$ cat src/rtl/hd_pkg.sv
// Shared Hamming(17,12) layout: widths, data-position table, syndrome masks
// and the helpers both the encoder and the decoder use.
package hd_pkg;

    localparam int DATA_W = 12;
    localparam int PAR_W  = 5;
    localparam int CW_W   = DATA_W + PAR_W;
    localparam int CNT_W  = 16;

    // Codeword position (1-based) of each data bit, ascending non-powers-of-two.
    localparam int DATA_POS [DATA_W] = '{3, 5, 6, 7, 9, 10, 11, 12, 13, 14, 15, 17};

    // Bit p-1 of mask k is set when position p has index bit k set.
    localparam logic [CW_W-1:0] SYN_MASK [PAR_W] = '{
        17'h15555,
        17'h06666,
        17'h07878,
        17'h07F80,
        17'h18000
    };

    typedef enum logic [1:0] {
        ST_IDLE   = 2'd0,
        ST_SHIFT  = 2'd1,
        ST_DECODE = 2'd2
    } hd_state_e;

    // Pull the data bits out of a codeword (bit p-1 holds position p).
    function automatic logic [DATA_W-1:0] hd_extract(input logic [CW_W-1:0] cw);
        logic [DATA_W-1:0] d;
        d = '0;
        for (int i = 0; i < DATA_W; i++) begin
            d[i] = cw[DATA_POS[i] - 1];
        end
        return d;
    endfunction

    // Even-parity syndrome: each bit is the XOR of the positions in its mask.
    function automatic logic [PAR_W-1:0] hd_syndrome(input logic [CW_W-1:0] cw);
        logic [PAR_W-1:0] s;
        s = '0;
        for (int k = 0; k < PAR_W; k++) begin
            s[k] = ^(cw & SYN_MASK[k]);
        end
        return s;
    endfunction

endpackage

$ cat src/rtl/hd_syndrome_correct.sv
// Combinational syndrome computation and single-bit correction of one codeword.
module hd_syndrome_correct
    import hd_pkg::*;
(
    input  logic [CW_W-1:0]   cw,
    output logic [PAR_W-1:0]  syndrome,
    output logic [DATA_W-1:0] data,
    output logic              corr,
    output logic              uncorr
);

    logic [PAR_W-1:0] syn_s;
    logic [CW_W-1:0]  flip_s;
    logic [CW_W-1:0]  fixed_s;

    // Syndrome selects the single position to flip; 0 and 18..31 flip nothing.
    always_comb begin
        syn_s  = hd_syndrome(cw);
        flip_s = '0;
        for (int p = 0; p < CW_W; p++) begin
            flip_s[p] = (syn_s == PAR_W'(p + 1));
        end
        fixed_s = cw ^ flip_s;
    end

    assign syndrome = syn_s;
    assign data     = hd_extract(fixed_s);
    assign corr     = |flip_s;
    assign uncorr   = (syn_s > PAR_W'(CW_W));

endmodule

$ cat src/rtl/hd_serial_decoder.sv
// Bit-serial Hamming(17,12) receiver: frame assembly, SEC decode, one-entry
// valid/ready output register and saturating error counters.
module hd_serial_decoder
    import hd_pkg::*;
(
    input  logic              clk,
    input  logic              rst_n,
    input  logic              s_bit,
    input  logic              s_valid,
    input  logic              s_sof,
    output logic              s_ready,
    output logic [DATA_W-1:0] m_data,
    output logic              m_valid,
    input  logic              m_ready,
    output logic              m_corr,
    output logic              m_uncorr,
    output logic [PAR_W-1:0]  m_syndrome,
    output logic [CNT_W-1:0]  corr_count,
    output logic [CNT_W-1:0]  uncorr_count
);

    localparam logic [4:0]       LAST_CNT = 5'd16;
    localparam logic [CNT_W-1:0] CNT_MAX  = {CNT_W{1'b1}};

    hd_state_e         state_r;
    hd_state_e         state_s;
    logic [4:0]        cnt_r;
    logic [CW_W-1:0]   shreg_r;
    logic              ready_s;
    logic              accept_s;
    logic              take_s;

    logic [DATA_W-1:0] dec_data_s;
    logic [PAR_W-1:0]  dec_syn_s;
    logic              dec_corr_s;
    logic              dec_uncorr_s;

    logic [DATA_W-1:0] m_data_r;
    logic              m_valid_r;
    logic              m_corr_r;
    logic              m_uncorr_r;
    logic [PAR_W-1:0]  m_syn_r;
    logic [CNT_W-1:0]  corr_cnt_r;
    logic [CNT_W-1:0]  uncorr_cnt_r;

    hd_syndrome_correct u_sc (
        .cw       (shreg_r),
        .syndrome (dec_syn_s),
        .data     (dec_data_s),
        .corr     (dec_corr_s),
        .uncorr   (dec_uncorr_s)
    );

    // Hold off the completing bit while an unconsumed word would be overwritten.
    always_comb begin
        ready_s = 1'b1;
        if (state_r == ST_DECODE) begin
            ready_s = 1'b0;
        end else if ((state_r == ST_SHIFT) && (cnt_r == LAST_CNT) && m_valid_r && !m_ready) begin
            ready_s = 1'b0;
        end else begin
            ready_s = 1'b1;
        end
    end

    assign accept_s = s_valid & ready_s;
    assign take_s   = m_valid_r & m_ready;

    // Next-state logic; s_sof always restarts a frame.
    always_comb begin
        state_s = state_r;
        case (state_r)
            ST_IDLE: begin
                if (accept_s && s_sof) begin
                    state_s = ST_SHIFT;
                end else begin
                    state_s = ST_IDLE;
                end
            end
            ST_SHIFT: begin
                if (accept_s && !s_sof && (cnt_r == LAST_CNT)) begin
                    state_s = ST_DECODE;
                end else begin
                    state_s = ST_SHIFT;
                end
            end
            ST_DECODE: begin
                state_s = ST_IDLE;
            end
            default: begin
                state_s = ST_IDLE;
            end
        endcase
    end

    // State register.
    always_ff @(posedge clk or negedge rst_n) begin
        if (!rst_n) begin
            state_r <= ST_IDLE;
        end else begin
            state_r <= state_s;
        end
    end

    // Shift register fills from the top so position 1 ends up in bit 0.
    always_ff @(posedge clk or negedge rst_n) begin
        if (!rst_n) begin
            shreg_r <= '0;
            cnt_r   <= 5'd0;
        end else if (accept_s && s_sof) begin
            shreg_r <= {s_bit, {(CW_W-1){1'b0}}};
            cnt_r   <= 5'd1;
        end else if (accept_s && (state_r == ST_SHIFT)) begin
            shreg_r <= {s_bit, shreg_r[CW_W-1:1]};
            cnt_r   <= cnt_r + 5'd1;
        end else if (state_r == ST_DECODE) begin
            cnt_r   <= 5'd0;
        end
    end

    // Output register: loaded by DECODE, emptied on consumption otherwise.
    always_ff @(posedge clk or negedge rst_n) begin
        if (!rst_n) begin
            m_data_r   <= '0;
            m_valid_r  <= 1'b0;
            m_corr_r   <= 1'b0;
            m_uncorr_r <= 1'b0;
            m_syn_r    <= '0;
        end else if (state_r == ST_DECODE) begin
            m_data_r   <= dec_data_s;
            m_valid_r  <= 1'b1;
            m_corr_r   <= dec_corr_s;
            m_uncorr_r <= dec_uncorr_s;
            m_syn_r    <= dec_syn_s;
        end else if (take_s) begin
            m_valid_r  <= 1'b0;
        end
    end

    // Error counters advance when a flagged word is consumed, saturating at max.
    always_ff @(posedge clk or negedge rst_n) begin
        if (!rst_n) begin
            corr_cnt_r   <= '0;
            uncorr_cnt_r <= '0;
        end else if (take_s) begin
            if (m_corr_r && (corr_cnt_r != CNT_MAX)) begin
                corr_cnt_r <= corr_cnt_r + {{(CNT_W-1){1'b0}}, 1'b1};
            end
            if (m_uncorr_r && (uncorr_cnt_r != CNT_MAX)) begin
                uncorr_cnt_r <= uncorr_cnt_r + {{(CNT_W-1){1'b0}}, 1'b1};
            end
        end
    end

    assign s_ready      = ready_s;
    assign m_data       = m_data_r;
    assign m_valid      = m_valid_r;
    assign m_corr       = m_corr_r;
    assign m_uncorr     = m_uncorr_r;
    assign m_syndrome   = m_syn_r;
    assign corr_count   = corr_cnt_r;
    assign uncorr_count = uncorr_cnt_r;

endmodule
$ cat config.mk
export PLATFORM = sky130hd
export DESIGN_NAME = hd_serial_decoder
export DESIGN_NICKNAME = d
export VERILOG_FILES = /design/src/rtl/hd_pkg.sv /design/src/rtl/hd_syndrome_correct.sv /design/src/rtl/hd_serial_decoder.sv
export SDC_FILE = /design/constraint.sdc
export NUM_CORES = 1
export LEC_CHECK = 0
export CAP_MARGIN = 20
export CORE_MARGIN = 1
export CORE_UTILIZATION = 49
export CTS_CLUSTER_DIAMETER = 80
export DETAILED_ROUTE_END_ITERATION = 10
export PLACE_DENSITY = 0.75
export SYNTH_ARGS = -nofsm -noshare
export SYNTH_HDL_FRONTEND = slang
export SYNTH_HIERARCHICAL = 1
export SYNTH_SLANG_ARGS = --single-unit
export TNS_END_PERCENT = 5
$ cat constraint.sdc
create_clock -name clk -period 1.9 [get_ports clk]
set_input_delay 0.475 -clock clk [delete_from_list [all_inputs] [get_ports clk]]
set_output_delay 0.475 -clock clk [all_outputs]
set_load 0.005 [all_outputs]
======== Word-level counts from Yosys, hierarchy flattened ========
Index checks and enable logic that the tools add are counted.
storage, ports and cells
  register bits after elaboration ......... 76
  input bits .............................. 6
  output and inout port bits .............. 53
operators by class
  add/sub/neg operators ................... 3
  magnitude comparators ................... 1
  equal/unequal tests ..................... 22
  mux-type cells .......................... 12
  bitwise gates (word level) .............. 3
  reduce and logical (&&, ||, !) cells .... 23
operator list
  cell                                                                   number
  17-bit XOR reduction                                                   5
  5-bit by 4-bit equality test with 1-bit output, second input constant  8
  17-bit two-way mux                                                     2
  16-bit by 1-bit adder with 16-bit output, second input constant        2
  16-bit inequality test, second input constant                          2
  5-bit by 3-bit equality test with 1-bit output, second input constant  4
  17-bit OR reduction                                                    1
  17-bit XOR                                                             1
  5-bit equality test, second input constant                             3
  5-bit two-way mux                                                      3
  5-bit by 2-bit equality test with 1-bit output, second input constant  2
  1-bit logical AND                                                      9
  5-bit by 1-bit adder with 5-bit output, second input constant          1
  5-bit by 1-bit equality test with 1-bit output, second input constant  1
  5-bit > comparator, second input constant                              1
  1-bit two-way mux                                                      5
  2-bit one-hot mux with 2 select lines                                  1
  2-bit AND reduction                                                    2
  2-bit nonzero test                                                     2
  3-bit nonzero test                                                     1
  1-bit AND                                                              2
  2-bit by 1-bit equality test with 1-bit output, second input constant  1
  2-bit equality test, second input constant                             1
  1-bit logical NOT                                                      2
  2 further kinds                                                        2

======== Depth between registers and ports, before layout ========
Gate-level depths: netlist of run 1.
  word-level depth ........................ 11
  depth in mapped cells ................... 8

======== Cells and area by module ========
The synthesis of run 1 kept the hierarchy.
by module, submodules not included
  module               times used  cells an instance  area an instance (um^2)  seq. area each (um^2)
  hd_serial_decoder    1           284                3464.6                   1901.8
  hd_syndrome_correct  1           62                 519.2                    0.0

======== Worst setup path after synthesis of run 1 ========
OpenSTA, ideal clock, no wires.
  path kind ............................... register to register
  start ................................... register shreg_r[12]
  end ..................................... register m_data_r[8] (netlist: m_data[8])
  arrival ................................. 2001 ps
  data required time ...................... 1775 ps
  path slack .............................. -225 ps
  cell stages (with the launch flop) ...... 8
  clock period less this slack ............ 2125 ps
  cells stage by stage .................... dfrtp_1 -> xor2_2 -> xnor2_2 -> xnor3_2 -> nor3b_4 -> nand2_1 -> xnor2_1 -> mux2_2
on the way
  cells in the longest elaborated chain, start to end .. 3
  elaborated cells between the ends (all ways) .. 5
  classes of those cells .................. eq/ne (1); bitwise (1); reduce/logical (3)
ends and longest elaborated chain
  item                                            RTL line                   source
  start: declaration                              hd_serial_decoder.sv:28    logic [CW_W-1:0] shreg_r;
  start signal: assignment                        hd_serial_decoder.sv:111   shreg_r <= {s_bit, {(CW_W-1){1'b0}}};
  start signal: assignment                        hd_serial_decoder.sv:114   shreg_r <= {s_bit, shreg_r[CW_W-1:1]};
  17-bit XOR reduction                            hd_pkg.sv:43               s[k] = ^(cw & SYN_MASK[k]);
  5-bit by 4-bit equality test with 1-bit output  hd_syndrome_correct.sv:21  flip_s[p] = (syn_s == PAR_W'(p + 1));
  17-bit XOR *                                    hd_syndrome_correct.sv:23  fixed_s = cw ^ flip_s;
  named net dec_data_s[8]                         hd_serial_decoder.sv:33    logic [DATA_W-1:0] dec_data_s;
  end signal: assignment                          hd_serial_decoder.sv:130   m_data_r <= dec_data_s;
  end: declaration                                hd_serial_decoder.sv:38    logic [DATA_W-1:0] m_data_r;
The timed path passes the listed nets; every way through them passes the cells marked *.
A chain may end at the register's enable or synchronous reset.

======== Worst setup path after layout of run 1 ========
  start ................................... register shreg_r[6]
  end ..................................... register m_data_r[10] (netlist: m_data[10])
on the way
  cells in the longest elaborated chain, start to end .. 3
  elaborated cells between the ends (all ways) .. 5
  classes of those cells .................. eq/ne (1); bitwise (1); reduce/logical (3)
ends and longest elaborated chain
  item                                              RTL line
  17-bit XOR reduction                              hd_pkg.sv:43
  5-bit by 4-bit equality test with 1-bit output *  hd_syndrome_correct.sv:21
  17-bit XOR *                                      hd_syndrome_correct.sv:23
  named net dec_data_s[10]                          hd_serial_decoder.sv:33
Marks and branches as above.

==> results of run 1 <==
==> layout by cell type (no fill, tap or decap), types with 3 or more instances in the layout <==
| cell type | Yosys | routed |
|---|---|---|
| ha_1 | 4 | 3 |
| xnor2_1 | 35 | 27 |
| nor3_1 | 5 | 5 |
| xor2_1 | 20 | 17 |
| mux2_4 | 2 | 3 |
| nand2_1 | 21 | 20 |
| inv_2 | 2 | 4 |
| clkbuf_1 | 4 | 5 |
| a211oi_1 | 3 | 3 |
| dfrtp_2 | 0 | 5 |
| mux2_2 | 21 | 20 |
| nor2_1 | 11 | 11 |
| a21oi_1 | 13 | 13 |
| dfrtp_1 | 76 | 71 |
| a22o_1 | 19 | 19 |
| and3_1 | 8 | 8 |
| a31oi_1 | 6 | 6 |
| and2_1 | 7 | 6 |
| xor2_2 | 2 | 4 |
| buf_4 | 0 | 56 |
| nand3_1 | 18 | 15 |
| and4_1 | 5 | 5 |
| clkdlybuf4s50_1 | 0 | 55 |
| clkbuf_8 | 0 | 9 |
| nor4_1 | 4 | 4 |
| nand4_1 | 16 | 16 |
| xnor2_2 | 3 | 11 |
==> routing by layer <==
| metal | vias to the layer above | global-route usage [%] | wire length [µm] |
|---|---|---|---|
| met5 | - | 0 | 0 |
| li1 | 1501 | - | - |
| met4 | 0 | 8.20 | 111 |
| met3 | 10 | 4.31 | 289 |
| met1 | 1534 | 29.8 | 4010 |
| met2 | 70 | 39.9 | 4690 |
==> flip-flops by register name (all words and copies together) (netlist names) <==
signal        count
m_corr            1
corr_count       16
state_r           2
m_uncorr          1
m_syndrome        5
m_valid           1
m_data           12
cnt_r             5
uncorr_count     16
shreg_r          17
==> power groups by stage <==
stage | clock (mW) | combinational, mW | sequential, mW
finish | 1.17 | 0.544 | 1.68
global route | 1.28 | 0.589 | 1.69
CTS | 1.21 | 0.508 | 1.68
detailed placement | 0 | 0.463 | 1.71
global placement | 0 | 0.452 | 1.71
floorplan | 0 | 0.269 | 1.71
==> cell usage after synthesis (all sizes together), types with 3 or more instances <==
cell type	instances
mux2	23
a31oi	6
xnor2	38
nand4	16
a22o	20
clkbuf	4
buf	5
nor3	7
ha	4
nor2b	3
nand3	18
dfrtp	76
nor2	11
inv	6
a211oi	3
and3	8
nor4	5
xor2	22
and4	5
nand2	22
a21oi	13
and2	7
==> cell families after synthesis <==
kind of cell	synth area share, %
and+or+nand+nor	16.3
muxes	6.69
AOI/OAI and AO/OA	11.6
DFF	47.7
buffers and inverters	1.73
xor gates and xnor gates	14.7
adders and majority gates	1.26
==> how the worst max path moves through the flow <==
| stage | end | startpoint | slack, ps | depth (start not counted) |
|---|---|---|---|---|
| floorplan | m_data[10]$_DFFE_PN0P_ | shreg_r[2]$_DFFE_PN0P_ | -140 | 7 |
| global placement | s_ready | m_ready | -550 | 4 |
| detailed placement | s_ready | m_ready | -500 | 4 |
| CTS | m_data[10]$_DFFE_PN0P_ | shreg_r[14]$_DFFE_PN0P_ | -300 | 7 |
| global route | m_data[4]$_DFFE_PN0P_ | shreg_r[6]$_DFFE_PN0P_ | -370 | 8 |
| finish | m_data[10]$_DFFE_PN0P_ | shreg_r[6]$_DFFE_PN0P_ | -300 | 7 |
==> layout make-up <==
| cell class | count | area share (%) |
|---|---|---|
| Multi-Input combinational cell | 255 | 39.8 |
| Sequential cell | 76 | 35.2 |
| Tap cell | 102 | 2.35 |
| Inverter | 6 | 0.415 |
| Clock buffer | 14 | 2.63 |
| Timing Repair Buffer | 116 | 19.0 |
| Clock inverter | 2 | 0.646 |
==> critical path: cells and delay by family (launching register included) <==
kind,cells,cell delay [ps]
XOR/XNOR,4,920
flip-flops,1,470
multiplexers,1,260
AND/OR/NAND/NOR,2,440
==> what timing repair did <==
| action | CTS | global route |
|---|---|---|
| buffers inserted | 5 | 0 |
| resized for setup | 18 | 13 |
| pin swaps | 11 | 6 |
| endpoints found under the setup margin | 33 | 18 |
==> summary.txt, run 1 <==
Main synth FF type -> dfrtp_1
antenna cells -> 0
Psw -> 0.869 mW
layout cells sized above 1 -> 30.3%
ys async rst share -> 100%
total of max-cap violations -> 0
pwr dens -> 626 mW/mm²
Post-Synthesis Cells -> 346
Design Area, Final -> 0.00543 mm²
Final Hold Slack -> 142 ps
startpoint types -> register
Setup violations, final -> 14
post-route setup slack -> -302 ps
Synth top area share -> 47.7%
largest net degree at the start of global routing -> 77
placed cell areas -> 0.00508 mm²
Tmin final -> 2200 ps
PortBufs -> 58
Fmax -> 454 MHz
clock buffer count from CTS -> 9
post-layout power -> 3.39 mW
area leader, netlist -> dfrtp_1
CTS H-Tree Depth -> 3
CTS Root Cell -> clkbuf_8
Netlist Area Pre-Place -> 0.00398 mm²
gr ovfl total -> 0
Reg clk slew, reported paths -> 70 ps
area delta synth->final -> 36.2%
filler instances -> 595
antenna viol nets, final -> 0
Worst Skew -> 6.85 ps
final worst-path cycle share -> 116%
antenna violations before repair -> 0
crit path kind -> reg -> reg
Skew-Pair Late Insertion Delay -> 350 ps
Combinational Power Share -> 16.0%
first-pass GRT wire length -> 15400 µm
hold-fix buffers at CTS -> 0
Die H -> 92.2 µm
Die ar. -> 0.00849 mm²
RSZ-0062 raised after global routing -> yes
Final Hold Fails -> 0
Synth Area per Inst -> 11.5 µm²
Worst Hold Class -> in -> async
Net Sw Frac -> 25.6%
sequential area share after synthesis -> 47.7%
nets -> 474
reg2reg end -> m_data[10]$_DFFE_PN0P_
drt wl/cell -> 15.9 µm
Crit path required time -> 2130 ps
Reg power frac -> 49.6%
via count -> 3115
Initial Util -> 51.0%
area occupied by multi-input gates -> 0.00216 mm²
initial DRC count -> 116
Final Instance Count excl. Fillers -> 571
CP peak stage delay -> 470 ps
Sum Neg Setup Slack -> -3360 ps
max-slew violations -> 0
failing checks -> negative setup slack
dpl ws -> -499 ps
IO Pins -> 59
Yosys cell types -> 52
Total Routing Usage GR -> 23.4%
clock buffer depth -> 2
Critical Path Sink Type -> register
Worst-Margin Slew -> 475 ps
CP Max Fanout -> 4
CTS tree -> done
top cells by area, synth -> dfrtp_1 48%, xnor2_1 7.7%, mux2_2 5.9%, xor2_1 4.4%, a22o_1 4.2%
placed cells -> 550
post-layout util -> 69.5%
Crit-path slowest cell -> dfrtp_2
worst vdd ir -> 0.000379 V
area of the core -> 0.00781 mm²
DRT Pass-1 Iters -> 4
Residual DRC -> 0
# clock sinks -> 76
EDFF count, synth -> 0
status -> complete, but fails checks
Clk pwr share -> 34.4%
reg2reg start -> shreg_r[6]$_DFFE_PN0P_
vias in the first global route -> 3132
relative slew slack -> 68.1%
Leak -> 2.51 nW
placer congestion estimate -> 0.892
warnings from Yosys -> 6
Vias/cell -> 5.46
final HPWL from detailed placement -> 6310 µm
crit-path cells -> xor2_4, xnor2_2, xnor3_2, nor3b_4, nand2_1, xnor2_1, mux2_2
Total Wirelength -> 9100 µm
worst path arrival time -> 2430 ps
Synth Register Bits -> 76
Reg2Reg Setup Slack -> -300 ps
post-synthesis net count -> 356
Die Wd -> 92.2 µm
r2r worst-path depth -> 7
Register Area -> 0.00191 mm²
Cell Int Power -> 2.53 mW
Rows -> 32
(Power assumes the default switching activity.)
==> run 2, diff against run 1 <==
--- a/config.mk
+++ b/config.mk
@@ -6,7 +6,6 @@
 export NUM_CORES = 1
 export LEC_CHECK = 0
 export CAP_MARGIN = 20
-export CORE_MARGIN = 1
 export CORE_UTILIZATION = 49
 export CTS_CLUSTER_DIAMETER = 80
 export DETAILED_ROUTE_END_ITERATION = 10
==> results of run 2 <==
Final layout, timing and power as in run 1 (identical DEF).
